===== src/rtl/run_monitor_if.sv =====
// Bundles the program-counter input and status outputs that connect a CPU run
// monitor to its surroundings.
interface run_monitor_if #(
    parameter int ADDR_W = 16,
    parameter int CNT_W  = 32
);
    // pc_val is sampled on every rising clk edge. There is no valid/ready
    // handshake: the producer keeps pc_val stable around each edge, and every
    // status output is a register that updates only on that edge.
    logic [ADDR_W-1:0] pc_val;
    logic              cpu_rst_n;
    logic              running;
    logic              done;
    logic              timeout;
    logic              stalled;
    logic [CNT_W-1:0]  cycle_count;
    logic [1:0]        state_dbg;

    modport master (
        output pc_val,
        input  cpu_rst_n, running, done, timeout, stalled, cycle_count, state_dbg
    );

    modport slave (
        input  pc_val,
        output cpu_rst_n, running, done, timeout, stalled, cycle_count, state_dbg
    );
endinterface


===== src/rtl/run_monitor.sv =====
// CPU run monitor: holds the CPU in reset for a fixed number of cycles, then
// watches the PC for halt, watchdog expiry, or a stalled PC.
module run_monitor #(
    parameter int                ADDR_W       = 16,
    parameter logic [ADDR_W-1:0] HALT_ADDR    = '1,
    parameter int                RESET_CYCLES = 9,
    parameter int                CNT_W        = 32,
    parameter int unsigned       MAX_CYCLES   = 0,
    parameter int unsigned       STALL_LIMIT  = 0
) (
    input  logic          clk,
    input  logic          reset,
    run_monitor_if.slave  mon
);

    typedef enum logic [1:0] {
        ST_RESET_HOLD = 2'd0,
        ST_RUN        = 2'd1,
        ST_HALTED     = 2'd2,
        ST_FAULT      = 2'd3
    } state_t;

    localparam int HOLD_W = $clog2(RESET_CYCLES + 2);
    localparam logic [HOLD_W-1:0] HOLD_LAST =
        (RESET_CYCLES == 0) ? '0 : HOLD_W'(RESET_CYCLES - 1);

    // Limits are truncated to the counter width so a limit of zero at that
    // width disables the corresponding check.
    localparam logic [CNT_W-1:0] MAX_C    = CNT_W'(MAX_CYCLES);
    localparam logic [CNT_W-1:0] MAX_M1   = MAX_C - CNT_W'(1);
    localparam logic [CNT_W-1:0] STALL_C  = CNT_W'(STALL_LIMIT);
    localparam logic [CNT_W-1:0] CNT_ONES = '1;

    state_t            state_q,   state_d;
    logic [HOLD_W-1:0] hold_q,    hold_d;
    logic [CNT_W-1:0]  cyc_q,     cyc_d;
    logic [CNT_W-1:0]  stall_q,   stall_d;
    logic [ADDR_W-1:0] prev_q,    prev_d;
    logic              cpu_rst_n_q, cpu_rst_n_d;
    logic              running_q,   running_d;
    logic              done_q,      done_d;
    logic              timeout_q,   timeout_d;
    logic              stalled_q,   stalled_d;

    logic [CNT_W-1:0]  cyc_inc;
    logic [CNT_W-1:0]  stall_inc;
    logic              hit_halt;
    logic              hit_wdog;
    logic              hit_stall;

    always_ff @(posedge clk or negedge reset) begin
        if (!reset) begin
            state_q     <= ST_RESET_HOLD;
            hold_q      <= '0;
            cyc_q       <= '0;
            stall_q     <= '0;
            prev_q      <= '0;
            cpu_rst_n_q <= 1'b0;
            running_q   <= 1'b0;
            done_q      <= 1'b0;
            timeout_q   <= 1'b0;
            stalled_q   <= 1'b0;
        end else begin
            state_q     <= state_d;
            hold_q      <= hold_d;
            cyc_q       <= cyc_d;
            stall_q     <= stall_d;
            prev_q      <= prev_d;
            cpu_rst_n_q <= cpu_rst_n_d;
            running_q   <= running_d;
            done_q      <= done_d;
            timeout_q   <= timeout_d;
            stalled_q   <= stalled_d;
        end
    end

    always_comb begin
        state_d     = state_q;
        hold_d      = hold_q;
        cyc_d       = cyc_q;
        stall_d     = stall_q;
        prev_d      = prev_q;
        cpu_rst_n_d = cpu_rst_n_q;
        running_d   = running_q;
        done_d      = done_q;
        timeout_d   = timeout_q;
        stalled_d   = stalled_q;

        // Both counters saturate instead of wrapping.
        cyc_inc   = (cyc_q == CNT_ONES) ? cyc_q : cyc_q + CNT_W'(1);
        stall_inc = '0;
        if (mon.pc_val == prev_q) begin
            stall_inc = (stall_q == CNT_ONES) ? stall_q : stall_q + CNT_W'(1);
        end

        hit_halt  = (mon.pc_val == HALT_ADDR);
        hit_wdog  = (MAX_C != '0) && (cyc_q == MAX_M1);
        hit_stall = (STALL_C != '0) && (stall_inc == STALL_C);

        case (state_q)
            ST_RESET_HOLD: begin
                cpu_rst_n_d = 1'b0;
                running_d   = 1'b0;
                hold_d      = hold_q + HOLD_W'(1);
                if ((RESET_CYCLES == 0) || (hold_q == HOLD_LAST)) begin
                    state_d     = ST_RUN;
                    cpu_rst_n_d = 1'b1;
                    running_d   = 1'b1;
                    cyc_d       = '0;
                    stall_d     = '0;
                    prev_d      = mon.pc_val;
                end
            end

            ST_RUN: begin
                cyc_d   = cyc_inc;
                stall_d = stall_inc;
                prev_d  = mon.pc_val;
                // Halt wins over watchdog, watchdog wins over stall.
                if (hit_halt) begin
                    state_d     = ST_HALTED;
                    done_d      = 1'b1;
                    cpu_rst_n_d = 1'b0;
                    running_d   = 1'b0;
                end else if (hit_wdog) begin
                    state_d     = ST_FAULT;
                    timeout_d   = 1'b1;
                    cpu_rst_n_d = 1'b0;
                    running_d   = 1'b0;
                end else if (hit_stall) begin
                    state_d     = ST_FAULT;
                    stalled_d   = 1'b1;
                    cpu_rst_n_d = 1'b0;
                    running_d   = 1'b0;
                end
            end

            ST_HALTED, ST_FAULT: begin
                cpu_rst_n_d = 1'b0;
                running_d   = 1'b0;
            end

            default: begin
                state_d = ST_RESET_HOLD;
            end
        endcase
    end

    assign mon.cpu_rst_n   = cpu_rst_n_q;
    assign mon.running     = running_q;
    assign mon.done        = done_q;
    assign mon.timeout     = timeout_q;
    assign mon.stalled     = stalled_q;
    assign mon.cycle_count = cyc_q;
    assign mon.state_dbg   = state_q;

    a_one_flag: assert property (@(posedge clk) disable iff (!reset)
        $onehot0({done_q, timeout_q, stalled_q}));

endmodule


===== src/flat_wrapper.sv =====
// flat-port wrapper written by rule: the top's interface ports become plain ports
module run_monitor_flat 
#(
    parameter int                ADDR_W       = 16,
    parameter logic [ADDR_W-1:0] HALT_ADDR    = '1,
    parameter int                RESET_CYCLES = 9,
    parameter int                CNT_W        = 32,
    parameter int unsigned       MAX_CYCLES   = 0,
    parameter int unsigned       STALL_LIMIT  = 0
)
  (clk, reset, mon_pc_val, mon_cpu_rst_n, mon_running, mon_done, mon_timeout, mon_stalled, mon_cycle_count, mon_state_dbg);
  run_monitor_if #(.ADDR_W(ADDR_W), .CNT_W(CNT_W)) mon_i ();
  input  logic clk;
  input  logic reset;
  input wire logic [$bits(mon_i.pc_val)-1:0] mon_pc_val;
  output wire logic [$bits(mon_i.cpu_rst_n)-1:0] mon_cpu_rst_n;
  output wire logic [$bits(mon_i.running)-1:0] mon_running;
  output wire logic [$bits(mon_i.done)-1:0] mon_done;
  output wire logic [$bits(mon_i.timeout)-1:0] mon_timeout;
  output wire logic [$bits(mon_i.stalled)-1:0] mon_stalled;
  output wire logic [$bits(mon_i.cycle_count)-1:0] mon_cycle_count;
  output wire logic [$bits(mon_i.state_dbg)-1:0] mon_state_dbg;
  assign mon_i.pc_val = mon_pc_val;
  assign mon_cpu_rst_n = mon_i.cpu_rst_n;
  assign mon_running = mon_i.running;
  assign mon_done = mon_i.done;
  assign mon_timeout = mon_i.timeout;
  assign mon_stalled = mon_i.stalled;
  assign mon_cycle_count = mon_i.cycle_count;
  assign mon_state_dbg = mon_i.state_dbg;
  run_monitor #(.ADDR_W(ADDR_W), .HALT_ADDR(HALT_ADDR), .RESET_CYCLES(RESET_CYCLES), .CNT_W(CNT_W), .MAX_CYCLES(MAX_CYCLES), .STALL_LIMIT(STALL_LIMIT)) u_core (.clk(clk), .reset(reset), .mon(mon_i));
endmodule

===== config.mk =====
export PLATFORM = sky130hd
export DESIGN_NAME = run_monitor_flat
export DESIGN_NICKNAME = d
export VERILOG_FILES = /design/src/rtl/run_monitor_if.sv /design/src/rtl/run_monitor.sv /design/src/flat_wrapper.sv
export SDC_FILE = /design/constraint.sdc
export NUM_CORES = 1
export LEC_CHECK = 0
export ABC_CLOCK_PERIOD_IN_PS = 2700
export CORE_MARGIN = 1.5
export CORE_UTILIZATION = 45
export DETAILED_ROUTE_END_ITERATION = 6
export PLACE_DENSITY = 0.74
export SYNTH_ARGS = -nofsm -noshare
export SYNTH_HDL_FRONTEND = slang
export SYNTH_SLANG_ARGS = --single-unit

===== constraint.sdc =====
create_clock -name clk -period 2.7 [get_ports clk]
set_input_delay 0.54 -clock clk [delete_from_list [all_inputs] [get_ports clk]]
set_output_delay 0.54 -clock clk [all_outputs]
set_load 0.03 [all_outputs]

==> flow_summary.yaml, run 1 <==
finish:
  nNetsFinal: 332
  num-fill-cells: 434
  drive_gt1_share_pct: 10.6
  regArea_um2: 1000
  syn_to_final_growth_pct: 31.5
  multi_input_area_um2: 1210
  n_antenna_cell: 0
floorplanning:
  rows: 25
  die_h_um: 74.9
  core_um2: 4850
  io_pins: 57
  die_w_um: 74.9
  initial_utilization_pct: 48.0
  die_area_um2: 5620
global_routing:
  overflow: 0
  grt_pass1_vias: 2172
  grt_pass1_wl_um: 10200
  grtUsageTotal_pct: 24.1
  grt_max_degree: 41
  antenna_found_initial: 0
clocking:
  clock_path_buffers: 2
  cts_tree: "built"
  root_buffer: "clkbuf_8"
  cts_resized: 0
  clk-insertion-delay-late_ns: 0.30
  cts.sink_count: 40
  numCtsBuffers: 5
  cts.clk_slew.worst_paths_ns: 0.08
  htree_levels: 2
  postCtsSetupBuffers: 0
  holdBufCountCts: 0
synthesis:
  synth_seq_area_share_pct: 43.0
  synth_top_area_share_pct: 43.0
  synth_area_leaders: "dfrtp_1, o31ai_1, o211ai_1, nand3_1, nand4_1"
  syn_inst: 252
  synthesis.area_um2: 2330
  synth-main-ff-cell: "dfrtp_1"
  yosysWarnings: 0
  synth_top_area_cell: "dfrtp_1"
  syn_area_per_cell_um2: 9.24
  ys_types: 50
  synth-edff-count: 0
  yosys_register_bits: 40
  async_flop_share_pct: 100
critical_path:
  slowest_delay_ns: 0.61
  worstPathMaxFanout: 9
  crit_family: "simple AND/OR/NAND/NOR gates"
  cp.required_ns: 2.92
  crit_arrival_ns: 2.61
  crit_type: "flop to flop"
  cp-start-kind: "flop"
  critPathBufInv: 0
  cp-end-kind: "flop"
  slowest_stage: "or4_4"
  path_cells: "ha_1 -> nand3_2 -> or4_4 -> nor4_4 -> nor2_2 -> o221ai_1"
pwr:
  ir_worst_vdd_mv: 0.313
  pwr_density_cell_nw_per_um2: 489
  swShare_pct: 30.5
  power_leakage_nw: 1.18
  p_total_mw: 1.50
  switchingPower_mw: 0.457
  p_int_mw: 1.04
  seq_power_share_pct: 47.8
  pwr-share-comb_pct: 18.6
  pwr-share-clk_pct: 33.5
route:
  first_pass_iters: 4
  drt-wirelength-per-cell_um: 16.4
  vias: 2242
  viasPerCell: 5.92
  remaining_drc_errors: 0
  first_iter_violations: 211
  drt.antenna.violating_nets: 0
  drt-total-wl_um: 6210
sta:
  finalCriticalPeriod_ns: 2.39
  max_freq_mhz: 419
  slew_violations: 0
  setup_viol: 0
  tns_ns: 0
  hold-worst-slack_ns: 0.363
  grt_setup_unrepaired: "false"
  slew_headroom_pct: 34.0
  hold_viol: 0
  skew_ns: 0.00565
  max_slew.worst_pin.slew_ns: 0.986
  min_period_over_period_pct: 88.5
place:
  gp_congestion: 0.864
  io_buffer_count: 54
  dpl.hpwl_um: 4430
run_status:
  status: "finished clean"
flow_run:
  maxCapViolCount: 0
worst_hold_path:
  hp-class: "input port to asynchronous set/reset pin"
==> logic make-up after synthesis <==
kind of cell	count (synthesis)	synth area share (%)
AOI/OAI and AO/OA	74	22.4
other	1	0.161
DFF	40	43.0
xor gates and xnor gates	3	1.13
adders and majority gates	3	1.61
and+or+nand+nor	107	26.3
buffers and inverters	24	5.37
==> power by group through the flow <==
| stage | clock (mW) | sequential [mW] | combinational, mW |
|---|---|---|---|
| finish | 0.503 | 0.717 | 0.279 |
| global route | 0.531 | 0.728 | 0.298 |
| CTS | 0.506 | 0.716 | 0.282 |
| detailed placement | 0 | 0.729 | 0.282 |
| global placement | 0 | 0.725 | 0.278 |
| floorplan | 0 | 0.800 | 0.0641 |
==> per-layer routing <==
layer  track usage [%]  vias to the layer above  wire [µm]
met5                 0                        -          0
met4              8.28                        0         84
met3              4.82                       10        378
met2              39.5                       85       3030
met1              31.8                     1059       2710
li1                  -                     1088          -
==> cell usage after synthesis, types with 2 or more instances <==
cell type,count
a21oi_1,6
a22oi_1,2
a31oi_1,7
and2_1,2
and3_1,2
buf_4,5
buf_6,2
clkbuf_1,7
dfrtp_1,40
ha_1,3
inv_1,9
nand2_1,22
nand2b_1,4
nand3_1,19
nand4_1,14
nor2_1,12
nor3_1,6
nor4_1,8
o211ai_1,13
o21ai_0,10
o221ai_1,2
o311ai_0,3
o31ai_1,22
or2_2,3
or3_1,2
xnor2_1,3
==> through the flow <==
step	utilization, %	cells	instance area [µm²]	worst slack [ns]
2_1_floorplan	-	253	2330	0.334
3_3_place_gp	60.9	371	2950	0.404
3_5_place_dp	60.9	371	2950	0.338
4_1_cts	63.1	379	3060	0.323
5_1_grt	63.1	379	3060	0.138
6_report	63.1	379	3060	0.312
==> path summary, 6_finish.rpt <==
kind / endpoint / from / slack [ns] / cells after the start
max: u_core.mon.cycle_count[25] / u_core.mon.cycle_count[0] / 0.31 / 6
min reg2reg: u_core.hold_q[3] / u_core.hold_q[3] / 0.48 / 1
min in group clk: u_core.hold_q[3] / u_core.hold_q[3] / 0.48 / 1
max in group asynchronous: u_core.mon.cycle_count[13] / reset / 1.78 / 1
max reg2reg: u_core.mon.cycle_count[25] / u_core.mon.cycle_count[0] / 0.31 / 6
min: u_core.mon.cycle_count[2] / reset / 0.36 / 1
==> registers in the layout, summed over array words and instances, names as in the netlist <==
| name | flops |
|---|---|
| u_core.mon.done | 1 |
| u_core.mon.running | 1 |
| u_core.hold_q | 4 |
| u_core.mon.state_dbg | 2 |
| u_core.mon.cycle_count | 32 |
==> final cells by class <==
| cell class | instances | area share [%] |
|---|---|---|
| Timing Repair Buffer | 66 | 20.4 |
| Tap cell | 67 | 2.74 |
| Clock inverter | 3 | 1.39 |
| Multi-Input combinational cell | 189 | 39.4 |
| Sequential cell | 40 | 32.7 |
| Clock buffer | 5 | 2.25 |
| Inverter | 9 | 1.10 |
==> layout by cell type, fill, tap and decap left out, drive strengths merged, types with 7 or more instances in the layout <==
cell	count
a31oi	7
buf	13
clkdlybuf4s50	53
dfrtp	40
inv	9
nand2	22
nand3	20
nand4	16
nor2	13
nor4	10
o211ai	13
o21ai	11
o31ai	23
Note: power is estimated with default switching activity, not from simulation.
==> inputs of run 2 (changes only) <==
- ABC_CLOCK_PERIOD_IN_PS: 2700 -> 2600
- CORE_ASPECT_RATIO: not set -> 1.25
- clock period: 2.7 -> 2.6 ns (I/O delays scaled with it)
==> flow_summary.yaml, run 2 (synthesis gave the netlist of run 1 again) <==
place:
  gp_congestion: 0.931
  dpl.hpwl_um: 4530
  placed_cells: 368
  io_buffer_count: 54
  dp_slack_ns: 0.316
critical_path:
  cp.required_ns: 2.80
  path_cells: "ha_1 -> nand3_2 -> or4_4 -> nor4_4 -> buf_4 -> nor2_2 -> a31oi_1"
  critPathBufInv: 1
  crit_family: "simple AND/OR/NAND/NOR gates"
  cp-start-kind: "flop"
  crit_arrival_ns: 2.52
  crit_type: "flop to flop"
  worstPathMaxFanout: 9
  slowest_stage: "or4_4"
  cp-end-kind: "flop"
  slowest_delay_ns: 0.62
route:
  vias: 2292
  drt-total-wl_um: 6350
  first_iter_violations: 266
  viasPerCell: 6.10
  first_pass_iters: 4
  remaining_drc_errors: 0
  drt.antenna.violating_nets: 0
  drt-wirelength-per-cell_um: 16.9
clocking:
  postCtsSetupBuffers: 0
  cts_tree: "built"
  holdBufCountCts: 0
  clk-insertion-delay-late_ns: 0.29
  numCtsBuffers: 5
  htree_levels: 2
  cts_resized: 0
  cts.sink_count: 40
  cts.clk_slew.worst_paths_ns: 0.08
  clock_path_buffers: 2
  root_buffer: "clkbuf_8"
floorplanning:
  rows: 29
  die_w_um: 67.3
  die_h_um: 83.4
  io_pins: 57
  initial_utilization_pct: 46.2
  die_area_um2: 5620
  core_um2: 5040
finish:
  final_common_cell: "clkdlybuf4s50_1"
  final_cell_mix: "clkdlybuf4s50_1, dfrtp_1, nand2_1, o31ai_1, nand3_1"
  nNetsFinal: 334
  final_cells: 376
  n_antenna_cell: 0
  drive_gt1_share_pct: 11.1
  largest_register_ffs: 32
  syn_to_final_growth_pct: 32.5
sta:
  min_period_over_period_pct: 89.3
  hold_viol: 0
  setup_viol: 0
  tns_ns: 0
  max_freq_mhz: 430
  slew_headroom_pct: 33.1
  max_slew.worst_pin.slew_ns: 0.999
  skew_ns: 0.00751
  setup_ws_ns: 0.277
  finalCriticalPeriod_ns: 2.32
  slew_violations: 0
  grt_setup_unrepaired: "false"
run_status:
  status: "finished clean"
global_routing:
  grt_pass1_wl_um: 10700
  grt_pass1_vias: 2214
  antenna_found_initial: 0
  grtUsageTotal_pct: 24.5
  grt_max_degree: 41
  overflow: 0
pwr:
  ir_worst_vdd_mv: 0.287
  pwr_density_cell_nw_per_um2: 514
  power_leakage_nw: 1.20
worst_hold_path:
  hp-class: "input port to asynchronous set/reset pin"
flow_run:
  maxCapViolCount: 0
==> run 2: changes by cell type in the layout (fill, tap and decap cells not counted), sizes merged <==
cell | before | now
buf | 13 | 15
clkbuf | 5 | 7
clkinv | 1 | 0
clkinvlp | 1 | 0
==> run 2: through the flow <==
step                      util (%)  power, mW  area (µm²)  hold WS [ns]
after floorplan                  -      0.897        2330         0.224
after global placement        58.7       1.04        2960         0.465
after detailed placement      58.7       1.04        2960         0.464
after CTS                     61.2       1.60        3090         0.384
after global routing          61.2       1.66        3090         0.434
final                         61.2       1.59        3090         0.349
==> run 2: layout make-up <==
cell class / count / area [µm²]
timing repair buffer: 68 / 641
multi-input combinational: 189 / 1210
fill: 483 / 1960
inverter: 9 / 33.8
clock buffer: 7 / 96.3
tap: 62 / 77.6
sequential: 40 / 1000
clock inverter: 1 / 30.0
==> run 2: routing by layer <==
layer	global-route usage, %	vias to the layer above	part of all wire (%)	wire length [µm]
met4	10.2	0	2.2	142
met1	32.2	1109	41	2630
met2	39.0	80	51	3230
met3	4.20	14	5.4	344
li1	-	1089	-	-
met5	0	-	0	0
==> run 2: power breakdown <==
| part | leakage (nW) | switching (mW) | internal, mW |
|---|---|---|---|
| sequential | 0.530 | 0.0743 | 0.666 |
| combinational | 0.610 | 0.155 | 0.132 |
| clock | 0.0645 | 0.220 | 0.339 |
==> run 2: final timing paths <==
check                                           from  cells after the start  slack [ns]                    endpoint
min                                            reset                      1        0.35  u_core.mon.cycle_count[22]
max in group asynchronous                      reset                      1        1.70            u_core.hold_q[3]
min reg2reg                          u_core.mon.done                      1        0.48             u_core.mon.done
max reg2reg                u_core.mon.cycle_count[0]                      7        0.28  u_core.mon.cycle_count[18]
min in group clk                     u_core.mon.done                      1        0.48             u_core.mon.done
max                        u_core.mon.cycle_count[0]                      7        0.28  u_core.mon.cycle_count[18]
==> inputs of run 3 (changes only) <==
- ABC_CLOCK_PERIOD_IN_PS: 2600 -> not set
- CORE_UTILIZATION: 45 -> 49
- CTS_CLUSTER_SIZE: not set -> 20
- PLACE_DENSITY: 0.74 -> 0.79
==> flow_summary.yaml, run 3 (synthesis gave the netlist of run 1 again) <==
run_status:
  status: "finished clean"
clocking:
  htree_levels: 2
  holdBufCountCts: 0
  root_buffer: "clkbuf_8"
  clk-insertion-delay-late_ns: 0.30
  numCtsBuffers: 5
  cts.clk_slew.worst_paths_ns: 0.08
  cts_tree: "built"
  cts.sink_count: 40
  clock_path_buffers: 2
pwr:
  ir_worst_vdd_mv: 0.311
  power_leakage_nw: 1.23
  pwr_density_cell_nw_per_um2: 471
  p_total_mw: 1.47
global_routing:
  grtUsageTotal_pct: 26.6
  grt_pass1_vias: 2220
  antenna_found_initial: 0
  grt_pass1_wl_um: 10500
  overflow: 0
  grt_max_degree: 41
critical_path:
  timing.rr.end: "u_core.mon.cycle_count[9]"
  crit_arrival_ns: 2.60
  worstPathMaxFanout: 9
  r2r_cells: 6
  cp-start-kind: "flop"
  slowest_stage: "or4_1"
  cp-end-kind: "flop"
  reg2reg_from: "u_core.mon.cycle_count[25]"
  path_cells: "nand4_1 -> or4_1 -> buf_4 -> nor4_4 -> nor2_2 -> a31oi_1"
  reg2reg_slack_ns: 0.21
  cp.required_ns: 2.81
  slowest_delay_ns: 0.62
  crit_type: "flop to flop"
sta:
  hold_viol: 0
  hold-worst-slack_ns: 0.338
  max_slew.worst_pin.slew_ns: 1.09
  skew_ns: 0.00862
  min_period_over_period_pct: 92.1
  setup_viol: 0
  grt_setup_unrepaired: "false"
  slew_headroom_pct: 27.3
  tns_ns: 0
  finalCriticalPeriod_ns: 2.39
  slew_violations: 0
  max_freq_mhz: 418
route:
  remaining_drc_errors: 0
  first_pass_iters: 5
  drt.antenna.violating_nets: 0
  viasPerCell: 6.15
  vias: 2336
  drt-total-wl_um: 6520
  drt-wirelength-per-cell_um: 17.1
  first_iter_violations: 160
place:
  io_buffer_count: 54
  dpl.hpwl_um: 4640
  gp_congestion: 0.942
floorplanning:
  die_w_um: 64.7
  die_h_um: 80.1
  io_pins: 57
  rows: 27
  core_um2: 4490
  die_area_um2: 5180
  initial_utilization_pct: 51.8
finish:
  num-fill-cells: 360
  drive_gt1_share_pct: 12.7
  final_cell_mix: "clkdlybuf4s50_1, dfrtp_1, nand2_1, o31ai_1, buf_4"
  final_util_pct: 69.3
  syn_to_final_growth_pct: 33.7
  final_common_cell: "clkdlybuf4s50_1"
  nNetsFinal: 342
  largest_register_ffs: 32
  n_antenna_cell: 0
flow_run:
  maxCapViolCount: 0
worst_hold_path:
  hp-class: "input port to asynchronous set/reset pin"
==> run 3: metal layers <==
metal / vias up / GRT usage [%] / routed length, µm
li1: 1105 / - / -
met1: 1115 / 32.7 / 2620
met2: 100 / 45.2 / 3350
met3: 16 / 5.32 / 411
met4: 0 / 11.5 / 136
met5: - / 0 / 0
==> run 3: where the power goes <==
group | internal, mW | total (mW) | switching (mW)
Combinational | 0.132 | 0.289 | 0.157
Clock | 0.217 | 0.434 | 0.217
Sequential | 0.666 | 0.744 | 0.0783
Total | 1.01 | 1.47 | 0.453
==> run 3: repair_timing <==
action | in CTS | in global routing
buffers inserted | 0 | 0
setup endpoints to repair | 0 | 5
resized for setup | 0 | 1
==> run 3: how the worst max path moves through the flow <==
stage                                     from                         end  slack [ns]
floorplan            u_core.mon.cycle_count[0]  u_core.mon.cycle_count[15]        0.23
global placement     u_core.mon.cycle_count[0]  u_core.mon.cycle_count[23]        0.21
detailed placement   u_core.mon.cycle_count[0]  u_core.mon.cycle_count[12]        0.13
CTS                  u_core.mon.cycle_count[0]  u_core.mon.cycle_count[12]        0.12
global route         u_core.mon.cycle_count[0]   u_core.mon.cycle_count[9]        0.11
finish              u_core.mon.cycle_count[25]   u_core.mon.cycle_count[9]        0.21
==> run 3: cell type report <==
class                      instances  area (µm²)  share of cell area [%]
multi-input combinational        189        1210                    39.0
sequential                        40        1000                    32.2
timing repair buffer              76         701                    22.5
clock buffer                       8        90.1                    2.89
tap                               58        72.6                    2.33
inverter                           9        33.8                    1.09
==> run 3: per-stage QoR <==
stage          setup slack, ns  instance area, µm²  instances
2_1_floorplan            0.234                2330        253
3_3_place_gp             0.215                3010        372
3_5_place_dp             0.133                3010        372
4_1_cts                  0.116                3100        380
5_1_grt                  0.112                3110        380
6_report                 0.206                3110        380
==> run 3: critical path, delay by kind of cell, from the launching register on <==
family	cells	cell delay, ns
AND/OR/NAND/NOR	4	1.39
flip-flops	1	0.45
AO/OA/AOI/OAI	1	0.25
buffers and inverters	1	0.20
